--- src/rtl/gpio_spi_regs_if.sv ---
// SPI pad bundle between the GPIO padframe and the serial register block.
// The master side is the external host; the slave side is gpio_spi_regs.
`timescale 1ns/1ps
interface gpio_spi_regs_if;
  logic spi_sck_i;
  logic spi_cs_n_i;
  logic spi_mosi_i;
  logic spi_miso_o;

  modport master (
    output spi_sck_i,
    output spi_cs_n_i,
    output spi_mosi_i,
    input  spi_miso_o
  );

  modport slave (
    input  spi_sck_i,
    input  spi_cs_n_i,
    input  spi_mosi_i,
    output spi_miso_o
  );
endinterface

--- src/rtl/gpio_spi_regs.sv ---
// SPI mode-0 register slave driving GPIO pad out/dir/pull vectors.
// The SPI pins are oversampled on clk; 40-bit frames: 8-bit command then 32 data bits.
`timescale 1ns/1ps
module gpio_spi_regs #(
  parameter int unsigned N_GPIO = 25,
  parameter logic [31:0] DEV_ID = 32'h564C_5349
) (
  input  logic              clk,
  input  logic              rst_n,
  gpio_spi_regs_if.slave    spi,
  input  logic [N_GPIO-1:0] gpio_in,
  output logic [N_GPIO-1:0] gpio_out,
  output logic [N_GPIO-1:0] gpio_dir,
  output logic [N_GPIO-1:0] gpio_pullen
);

  typedef enum logic [1:0] {IDLE, CMD, DATA, DONE} state_t;

  localparam logic [5:0] CMD_BITS   = 6'd8;
  localparam logic [5:0] FRAME_BITS = 6'd40;

  state_t            state;
  logic [2:0]        sck_sync;
  logic [1:0]        cs_n_sync;
  logic [1:0]        mosi_sync;
  logic [N_GPIO-1:0] gpio_in_meta;
  logic [N_GPIO-1:0] gpio_in_sync;
  logic              sck_rise;
  logic              sck_fall;
  logic              cs_n_s;
  logic              mosi_s;
  logic [5:0]        bit_cnt;
  logic [7:0]        cmd;
  logic [N_GPIO-1:0] rx_data;
  logic [30:0]       tx_shift;
  logic [31:0]       rd_data;
  logic              commit_pending;
  logic [7:0]        abort_cnt;
  logic              bad_addr;
  logic              miso_q;

  assign spi.spi_miso_o = miso_q;

  always_ff @(posedge clk or negedge rst_n) begin
    if (!rst_n) begin
      sck_sync     <= '0;
      cs_n_sync    <= 2'b11;
      mosi_sync    <= '0;
      gpio_in_meta <= '0;
      gpio_in_sync <= '0;
    end else begin
      sck_sync     <= {sck_sync[1:0], spi.spi_sck_i};
      cs_n_sync    <= {cs_n_sync[0], spi.spi_cs_n_i};
      mosi_sync    <= {mosi_sync[0], spi.spi_mosi_i};
      gpio_in_meta <= gpio_in;
      gpio_in_sync <= gpio_in_meta;
    end
  end

  // mosi goes through the same depth as sck, so the sampled bit lines up with the detected rise
  assign sck_rise = sck_sync[1] & ~sck_sync[2];
  assign sck_fall = ~sck_sync[1] & sck_sync[2];
  assign cs_n_s   = cs_n_sync[1];
  assign mosi_s   = mosi_sync[1];

  always_comb begin
    rd_data = '0;
    case (cmd[6:0])
      7'h00:   rd_data[N_GPIO-1:0] = gpio_out;
      7'h01:   rd_data[N_GPIO-1:0] = gpio_dir;
      7'h02:   rd_data[N_GPIO-1:0] = gpio_pullen;
      7'h03:   rd_data[N_GPIO-1:0] = gpio_in_sync;
      7'h04:   rd_data = DEV_ID;
      7'h05:   rd_data = {23'd0, bad_addr, abort_cnt};
      default: rd_data = '0;
    endcase
  end

  always_ff @(posedge clk or negedge rst_n) begin
    if (!rst_n) begin
      state          <= IDLE;
      bit_cnt        <= '0;
      cmd            <= '0;
      rx_data        <= '0;
      tx_shift       <= '0;
      miso_q         <= 1'b0;
      commit_pending <= 1'b0;
      abort_cnt      <= '0;
      bad_addr       <= 1'b0;
      gpio_out       <= '0;
      gpio_dir       <= '1;
      gpio_pullen    <= '0;
    end else begin
      commit_pending <= 1'b0;

      // Commit runs even if cs_n rises this cycle: the frame was already complete
      if (commit_pending) begin
        if (cmd[7]) begin
          if (cmd[6:0] > 7'h05) bad_addr <= 1'b1;
        end else begin
          case (cmd[6:0])
            7'h00:   gpio_out    <= rx_data;
            7'h01:   gpio_dir    <= rx_data;
            7'h02:   gpio_pullen <= rx_data;
            7'h05: begin
              abort_cnt <= '0;
              bad_addr  <= 1'b0;
            end
            default: bad_addr <= 1'b1;
          endcase
        end
      end

      if (cs_n_s) begin
        if (bit_cnt != 6'd0 && bit_cnt != FRAME_BITS && abort_cnt != 8'hFF)
          abort_cnt <= abort_cnt + 8'd1;
        state   <= IDLE;
        bit_cnt <= '0;
        miso_q  <= 1'b0;
      end else begin
        case (state)
          IDLE: state <= CMD;
          CMD, DATA: begin
            if (sck_rise) begin
              bit_cnt <= bit_cnt + 6'd1;
              if (bit_cnt < CMD_BITS) cmd <= {cmd[6:0], mosi_s};
              else rx_data <= N_GPIO'({rx_data, mosi_s});
              if (bit_cnt == CMD_BITS - 6'd1) state <= DATA;
              if (bit_cnt == FRAME_BITS - 6'd1) begin
                state          <= DONE;
                commit_pending <= 1'b1;
                miso_q         <= 1'b0;
              end
            end
            // tx_shift holds the bits still to be sent after the one already on MISO
            if (sck_fall && state == DATA && cmd[7]) begin
              if (bit_cnt == CMD_BITS) begin
                miso_q   <= rd_data[31];
                tx_shift <= rd_data[30:0];
              end else if (bit_cnt < FRAME_BITS) begin
                miso_q   <= tx_shift[30];
                tx_shift <= {tx_shift[29:0], 1'b0};
              end
            end
          end
          DONE: miso_q <= 1'b0;
          default: state <= IDLE;
        endcase
      end
    end
  end

endmodule

--- src/flat_wrapper.sv ---
// flat-port wrapper written by rule: the top's interface ports become plain ports
module gpio_spi_regs_flat 
#(
  parameter int unsigned N_GPIO = 25,
  parameter logic [31:0] DEV_ID = 32'h564C_5349
)
  (clk, rst_n, gpio_in, gpio_out, gpio_dir, gpio_pullen, spi_spi_sck_i, spi_spi_cs_n_i, spi_spi_mosi_i, spi_spi_miso_o);
  gpio_spi_regs_if spi_i ();
  input  logic clk;
  input  logic rst_n;
  input  logic [N_GPIO-1:0] gpio_in;
  output logic [N_GPIO-1:0] gpio_out;
  output logic [N_GPIO-1:0] gpio_dir;
  output logic [N_GPIO-1:0] gpio_pullen;
  input wire logic [$bits(spi_i.spi_sck_i)-1:0] spi_spi_sck_i;
  input wire logic [$bits(spi_i.spi_cs_n_i)-1:0] spi_spi_cs_n_i;
  input wire logic [$bits(spi_i.spi_mosi_i)-1:0] spi_spi_mosi_i;
  output wire logic [$bits(spi_i.spi_miso_o)-1:0] spi_spi_miso_o;
  assign spi_i.spi_sck_i = spi_spi_sck_i;
  assign spi_i.spi_cs_n_i = spi_spi_cs_n_i;
  assign spi_i.spi_mosi_i = spi_spi_mosi_i;
  assign spi_spi_miso_o = spi_i.spi_miso_o;
  gpio_spi_regs #(.N_GPIO(N_GPIO), .DEV_ID(DEV_ID)) u_core (.clk(clk), .rst_n(rst_n), .spi(spi_i), .gpio_in(gpio_in), .gpio_out(gpio_out), .gpio_dir(gpio_dir), .gpio_pullen(gpio_pullen));
endmodule
--- config.mk ---
export PLATFORM = sky130hd
export DESIGN_NAME = gpio_spi_regs_flat
export DESIGN_NICKNAME = d
export VERILOG_FILES = /design/src/rtl/gpio_spi_regs_if.sv /design/src/rtl/gpio_spi_regs.sv /design/src/flat_wrapper.sv
export SDC_FILE = /design/constraint.sdc
export NUM_CORES = 1
export LEC_CHECK = 0
export CAP_MARGIN = 40
export CORE_MARGIN = 2
export CORE_UTILIZATION = 55
export CTS_BUF_LIST = sky130_fd_sc_hd__clkbuf_16
export CTS_CLUSTER_SIZE = 40
export DETAILED_ROUTE_END_ITERATION = 8
export PLACE_DENSITY = 0.87
export SLEW_MARGIN = 20
export SYNTH_ARGS = -nofsm -noshare
export SYNTH_HDL_FRONTEND = slang
export SYNTH_SLANG_ARGS = --single-unit
--- constraint.sdc ---
create_clock -name clk -period 3.3 [get_ports clk]
set_input_delay 0.66 -clock clk [delete_from_list [all_inputs] [get_ports clk]]
set_output_delay 0.66 -clock clk [all_outputs]
set_load 0.005 [all_outputs]
==> out/metrics.csv, run 1 <==
metric;value;unit
DRC Markers;0;
Root Driver;clkbuf_16;
vias in the first global route;6143;
Synth Register Bits;215;
synthesized net count;663;
CTS resizes;0;
post-DR vias/cell;6.10;
worst path required time;3.70;ns
Worst setup SP type;register;
RSZ-0062 raised after global routing;false;
WL/cell;21.9;um
Top delay family on crit path;simple AND/OR/NAND/NOR gates;
hold slack;0.347;ns
Routed WL;21.1;mm
clock tree buffer depth;3;
First-pass DRT Iterations;5;
initial antenna violation count;0;
final hold violation count;0;
status;complete, no violations;
number of setup violations in the final report;0;
Primary FF master, synth;dfrtp_1;
n_diodes;0;
Crit. Startpoint;u_core.state[0]$_DFFE_PN0P_;
number of I/O port buffers;105;
ys async rst share;100;%
Combinational Power Share;10.5;%
cell internal pwr;4.48;mW
die area;17100;um^2
Die Ht;131;um
Rel. slew slack;47.6;%
critical path type;reg -> reg;
Final ANT Viol Nets;0;
Starting DRT DRC Count;555;
site row count;46;
first-pass GRT wire length;33.3;mm
CTS tree;yes;
post-layout minimum cycle time;2.68;ns
clk_lat worst skew;0.50;ns
post-synthesis sequential area ratio;61.3;%
Reg clk slew, reported paths;0.06;ns
RD Place Congestion;0.920;
Max-Cap Viols;0;
Yosys warning count;0;
CTS H-tree lvls;1;
Slew @ Worst Pin;0.787;ns
VDD IR max;0.000343;V
clock share of power;42.2;%
WHS Path Cells;0;
largest net degree at the start of global routing;99;
slowest stage cell, crit path;or3_1;
cells on worst reg2reg path;6;
CP max stage delay;0.66;ns
setup TNS;0;ns
Die X-Extent;131;um
Final Max Slew Viols;0;
Setup Fix Bufs, Post-CTS;0;
Initial Util;56.0;%
Post-synth EDFFs;0;
DR vias;5889;
TritonCTS buffer count;22;
Worst Hold Class;reg -> reg;
remaining global-route overflow;0;
clock skew;0.0115;ns
net count reported at finish;770;
CP arrival;3.08;ns
clk sinks;215;
DP Wirelength;13.8;mm
Hold Crit Start;u_core.gpio_in_meta[6]$_DFF_PN0_;
Core Footprint;15800;um^2
CP Buf/Inv Count;1;
critical path capture point type;register;
area delta synth->final;22.8;%
GRT Total Usage;25.3;%
io pins;106;
switch share;24.8;%
Synth Cell Area;8840;um^2
Final Cycle Share;81.4;%
share of layout cells above drive strength 1;25.8;%
critical path, cell by cell;inv_1, ha_1, nor2b_1, nand3_1, or3_1, o211ai_1;
cts hold-fix bufs;0;
Fmax;372;MHz
Gate Count Post-Synth;626;
Critical R2R Launch;u_core.state[0]$_DFFE_PN0P_;
critical path peak fanout;16;
Post-Syn Area per Cell;14.1;um^2
Reg power frac;47.3;%
PD cells;549;nW/um^2
WP depth;6;
leak pwr;4.85;nW
Distinct cells, synth;52;
net switching component of the power;1.48;mW
==> through the flow <==
| step | area (um^2) | setup WS, ns | util, % | cells | power, mW |
|---|---|---|---|---|---|
| after global placement | 10100 | 0.893 | 63.9 | 923 | 3.44 |
| after detailed placement | 10100 | 0.662 | 63.9 | 923 | 3.47 |
| after floorplan | 8840 | 1.20 | - | 626 | 3.24 |
| after global routing | 10900 | 0.422 | 68.8 | 965 | 6.15 |
| after CTS | 10800 | 0.659 | 68.6 | 963 | 5.96 |
| final | 10900 | 0.615 | 68.8 | 965 | 5.96 |
==> cell type report <==
class | instances | area [um^2]
Clock buffer | 23 | 576
Clock inverter | 17 | 161
Fill cell | 998 | 4920
Inverter | 9 | 33.8
Multi-Input combinational cell | 365 | 3180
Sequential cell | 215 | 5420
Tap cell | 216 | 270
Timing Repair Buffer | 120 | 1210
==> final timing paths <==
| kind | endpoint | slack (ns) |
|---|---|---|
| min | u_core.gpio_in_sync[6]$_DFF_PN0_ | 0.35 |
| max in group asynchronous | u_core.gpio_dir[14]$_DFFE_PN1P_ | 1.79 |
| min reg2reg | u_core.gpio_in_sync[6]$_DFF_PN0_ | 0.35 |
| max reg2reg | u_core.tx_shift[4]$_DFFE_PN0P_ | 0.62 |
| max | u_core.tx_shift[4]$_DFFE_PN0P_ | 0.62 |
| min in group asynchronous | u_core.gpio_in_sync[11]$_DFF_PN0_ | 0.53 |
==> metal layers <==
layer	track usage (%)	wire length, um	vias to the layer above	share of wire [%]
met1	35.7	8960	3072	42
met2	41.5	10600	282	50
met4	7.45	308	0	1.5
met5	0	0	-	0
met3	3.95	1320	32	6.2
li1	-	-	2503	-
==> logic make-up (layout without fill, tap and decap cells) <==
kind of cell	Yosys count	count (layout)	share of synthesized area [%]
and+or+nand+nor	136	136	7.79
buffers and inverters	46	169	2.77
adders and majority gates	7	7	0.991
muxes	134	134	19.5
xor gates and xnor gates	4	4	0.396
DFF	215	215	61.3
AOI/OAI and AO/OA	84	84	7.30
==> registers in the layout (all words and copies together) (netlist names) <==
register	cells
u_core.abort_cnt	8
u_core.bad_addr	1
u_core.bit_cnt	6
u_core.cmd	8
u_core.commit_pending	1
u_core.cs_n_sync	2
u_core.gpio_dir	25
u_core.gpio_in_meta	25
u_core.gpio_in_sync	25
u_core.gpio_out	25
u_core.gpio_pullen	25
u_core.mosi_sync	2
u_core.rx_data	25
u_core.sck_sync	3
u_core.spi.spi_miso_o	1
u_core.state	2
u_core.tx_shift	31
==> power by group through the flow <==
stage | Combinational (mW) | Clock, mW | Sequential (mW)
3_5_place_dp | 0.606 | 0 | 2.86
3_3_place_gp | 0.587 | 0 | 2.86
5_1_grt | 0.670 | 2.65 | 2.83
6_report | 0.625 | 2.52 | 2.82
2_1_floorplan | 0.439 | 0 | 2.80
4_1_cts | 0.613 | 2.53 | 2.82
==> cells in the final DEF (no fill, tap or decap), types with 11 or more instances in the layout <==
| master | instances |
|---|---|
| nand3_1 | 16 |
| a221oi_1 | 14 |
| clkdlybuf4s50_1 | 104 |
| buf_4 | 11 |
| a22oi_1 | 13 |
| mux2_2 | 92 |
| inv_1 | 12 |
| nand2_1 | 32 |
| nor2_1 | 38 |
| dfstp_2 | 27 |
| dfrtp_1 | 187 |
| clkbuf_16 | 23 |
| mux4_2 | 19 |
| mux2_1 | 23 |
==> cell usage after synthesis, types with 5 or more instances <==
library cell / instances / share of area, %
dfrtp_1: 188 / 53
mux2_2: 92 / 12
nor2_1: 38 / 1.6
nand2_1: 32 / 1.4
dfstp_2: 27 / 8.0
mux2_1: 23 / 2.9
mux4_2: 19 / 4.8
nand3_1: 16 / 0.91
a221oi_1: 14 / 1.4
clkbuf_1: 14 / 0.59
a22oi_1: 13 / 1.1
buf_2: 13 / 0.74
a221o_1: 10 / 1.1
inv_1: 9 / 0.38
and3_1: 8 / 0.57
o21ai_0: 8 / 0.45
a31oi_1: 7 / 0.50
ha_1: 7 / 0.99
nor3_1: 7 / 0.40
and2_1: 6 / 0.42
buf_6: 6 / 0.76
nand2b_1: 6 / 0.42
o211ai_1: 6 / 0.51
nor2b_1: 5 / 0.35
Note: power is estimated with default switching activity, not from simulation.
==> inputs of run 2 (changes only) <==
clock period = 2.6 ns   (was 3.3 ns; I/O delays follow)
==> run 2 against run 1 <==
  * The flow now finishes with violations (hold timing)
  * Clock skew about the same
  * Global-route usage increased by 1.1 points
  * Maximum frequency increased by 14%
  * Sequential share of layout area decreased by 0.38 points
  * Core utilization increased by 0.52 points
  * Worst hold slack got worse by 0.36 ns
  * Sequential cell count unchanged
  * Critical path type unchanged
  * Critical endpoint is now u_core.tx_shift[19]$_DFFE_PN0P_
  * Largest cell class unchanged
==> out/metrics.csv, run 2 (synthesis gave the netlist of run 1 again) <==
metric;value;unit
status;finished, violations left;
failing checks;hold timing;
VDD IR max;0.000605;V
net switching component of the power;1.92;mW
CP arrival;2.79;ns
Final ANT Viol Nets;0;
Reg power frac;46.2;%
clock skew;0.0110;ns
CTS resizes;0;
Reg clk slew, reported paths;0.06;ns
final instance area;10900;um^2
DR vias;5928;
Rel. slew slack;63.3;%
pre-CTS setup slack;0.289;ns
clk sinks;215;
RSZ-0062 raised after global routing;false;
CTS H-tree lvls;1;
RD Place Congestion;0.877;
Crit. Startpoint;u_core.state[0]$_DFFE_PN0P_;
Die Ht;131;um
final hold violation count;13;
vias in the first global route;6260;
Fmax;425;MHz
switch share;25.0;%
post-DR vias/cell;6.11;
largest net degree at the start of global routing;67;
Final Max Slew Viols;0;
Routed WL;21.8;mm
setup TNS;0;ns
Final Cycle Share;90.6;%
Initial Util;56.0;%
Slew @ Worst Pin;0.547;ns
initial antenna violation count;0;
clock share of power;42.1;%
clock tree buffer depth;3;
WL/cell;22.4;um
hold slack;-0.0178;ns
GRT Total Usage;26.4;%
most frequent cells in the layout;dfrtp_1 (187), clkdlybuf4s50_1 (104), mux2_2 (92);
Worst Hold Class;in -> async;
Die X-Extent;131;um
number of I/O port buffers;105;
reg2reg end;u_core.tx_shift[19]$_DFFE_PN0P_;
CTS tree;yes;
Combinational Power Share;11.7;%
clk_lat worst skew;0.51;ns
io pins;106;
cts hold-fix bufs;0;
leak pwr;4.90;nW
Root Driver;clkbuf_16;
Post-Layout Cell Count;971;
critical path type;reg -> reg;
area delta synth->final;23.7;%
critical path, cell by cell;inv_1, ha_1, nor2b_1, nand3_1, buf_4, nor3_1, a221o_1;
critical path peak fanout;28;
slowest stage cell, crit path;nor3_1;
Setup Fix Bufs, Post-CTS;0;
Largest register FFs;31;
Fill cells;954;
Critical R2R Launch;u_core.state[0]$_DFFE_PN0P_;
DP Wirelength;13.6;mm
post-layout minimum cycle time;2.35;ns
most common cell after layout, fill and taps aside;dfrtp_1;
r2r setup slk;0.25;ns
site row count;46;
share of layout cells above drive strength 1;26.6;%
DRC Markers;0;
Max-Cap Viols;0;
Sequential Area;5420;um^2
TritonCTS buffer count;23;
CP Buf/Inv Count;2;
First-pass DRT Iterations;6;
n_diodes;0;
worst path required time;3.04;ns
die area;17100;um^2
Top delay family on crit path;simple AND/OR/NAND/NOR gates;
Core Footprint;15800;um^2
remaining global-route overflow;0;
cell internal pwr;5.75;mW
cells on worst reg2reg path;7;
Worst Slack Setup Final;0.245;ns
net count reported at finish;776;
WP depth;7;
CP max stage delay;0.44;ns
largest register by flop count;u_core.tx_shift;
critical path capture point type;register;
number of setup violations in the final report;0;
Setup crit end;u_core.tx_shift[19]$_DFFE_PN0P_;
DP Area;10200;um^2
Post-Place Cells;929;
first-pass GRT wire length;34.6;mm
Starting DRT DRC Count;576;
area of the multi-input gates;3180;um^2
PD cells;701;nW/um^2
Worst setup SP type;register;
==> run 2: stage by stage <==
| step | util [%] | power [mW] |
|---|---|---|
| 5_1_grt | 69.3 | 7.92 |
| 2_1_floorplan | - | 4.11 |
| 3_3_place_gp | 64.5 | 4.43 |
| 4_1_cts | 69.2 | 7.66 |
| 3_5_place_dp | 64.5 | 4.45 |
| 6_report | 69.3 | 7.67 |
==> run 2: layout make-up <==
class / count / area share (%)
well taps: 216 / 2.47
flip-flops and latches: 215 / 49.5
clock inverters: 18 / 1.52
clock buffers: 23 / 5.26
multi-input cells: 365 / 29.1
inverters: 9 / 0.309
repair buffers: 125 / 11.8
==> run 2: power groups by stage <==
| stage | Clock [mW] | Combinational, mW | Sequential (mW) |
|---|---|---|---|
| 2_1_floorplan | 0 | 0.557 | 3.55 |
| 3_3_place_gp | 0 | 0.790 | 3.64 |
| 3_5_place_dp | 0 | 0.803 | 3.65 |
| 4_1_cts | 3.25 | 0.822 | 3.59 |
| 5_1_grt | 3.41 | 0.958 | 3.56 |
| 6_report | 3.23 | 0.895 | 3.54 |
==> run 2: worst min-delay path by stage <==
stage	slack, ns	to
floorplan	0.22	u_core.abort_cnt[0]$_DFF_PN0_
global placement	0.33	u_core.gpio_in_sync[21]$_DFF_PN0_
finish	-0.02	u_core.rx_data[11]$_DFFE_PN0P_
detailed placement	0.34	u_core.sck_sync[1]$_DFF_PN0_
global route	0.02	u_core.rx_data[11]$_DFFE_PN0P_
CTS	0.003	u_core.gpio_in_sync[10]$_DFF_PN0_
==> run 2: routing by layer <==
metal	vias up	wire length, um	GRT usage (%)
met5	-	0	0
met2	293	11000	44.8
li1	2519	-	-
met3	59	1460	3.95
met4	0	619	8.45
met1	3057	8670	35.8
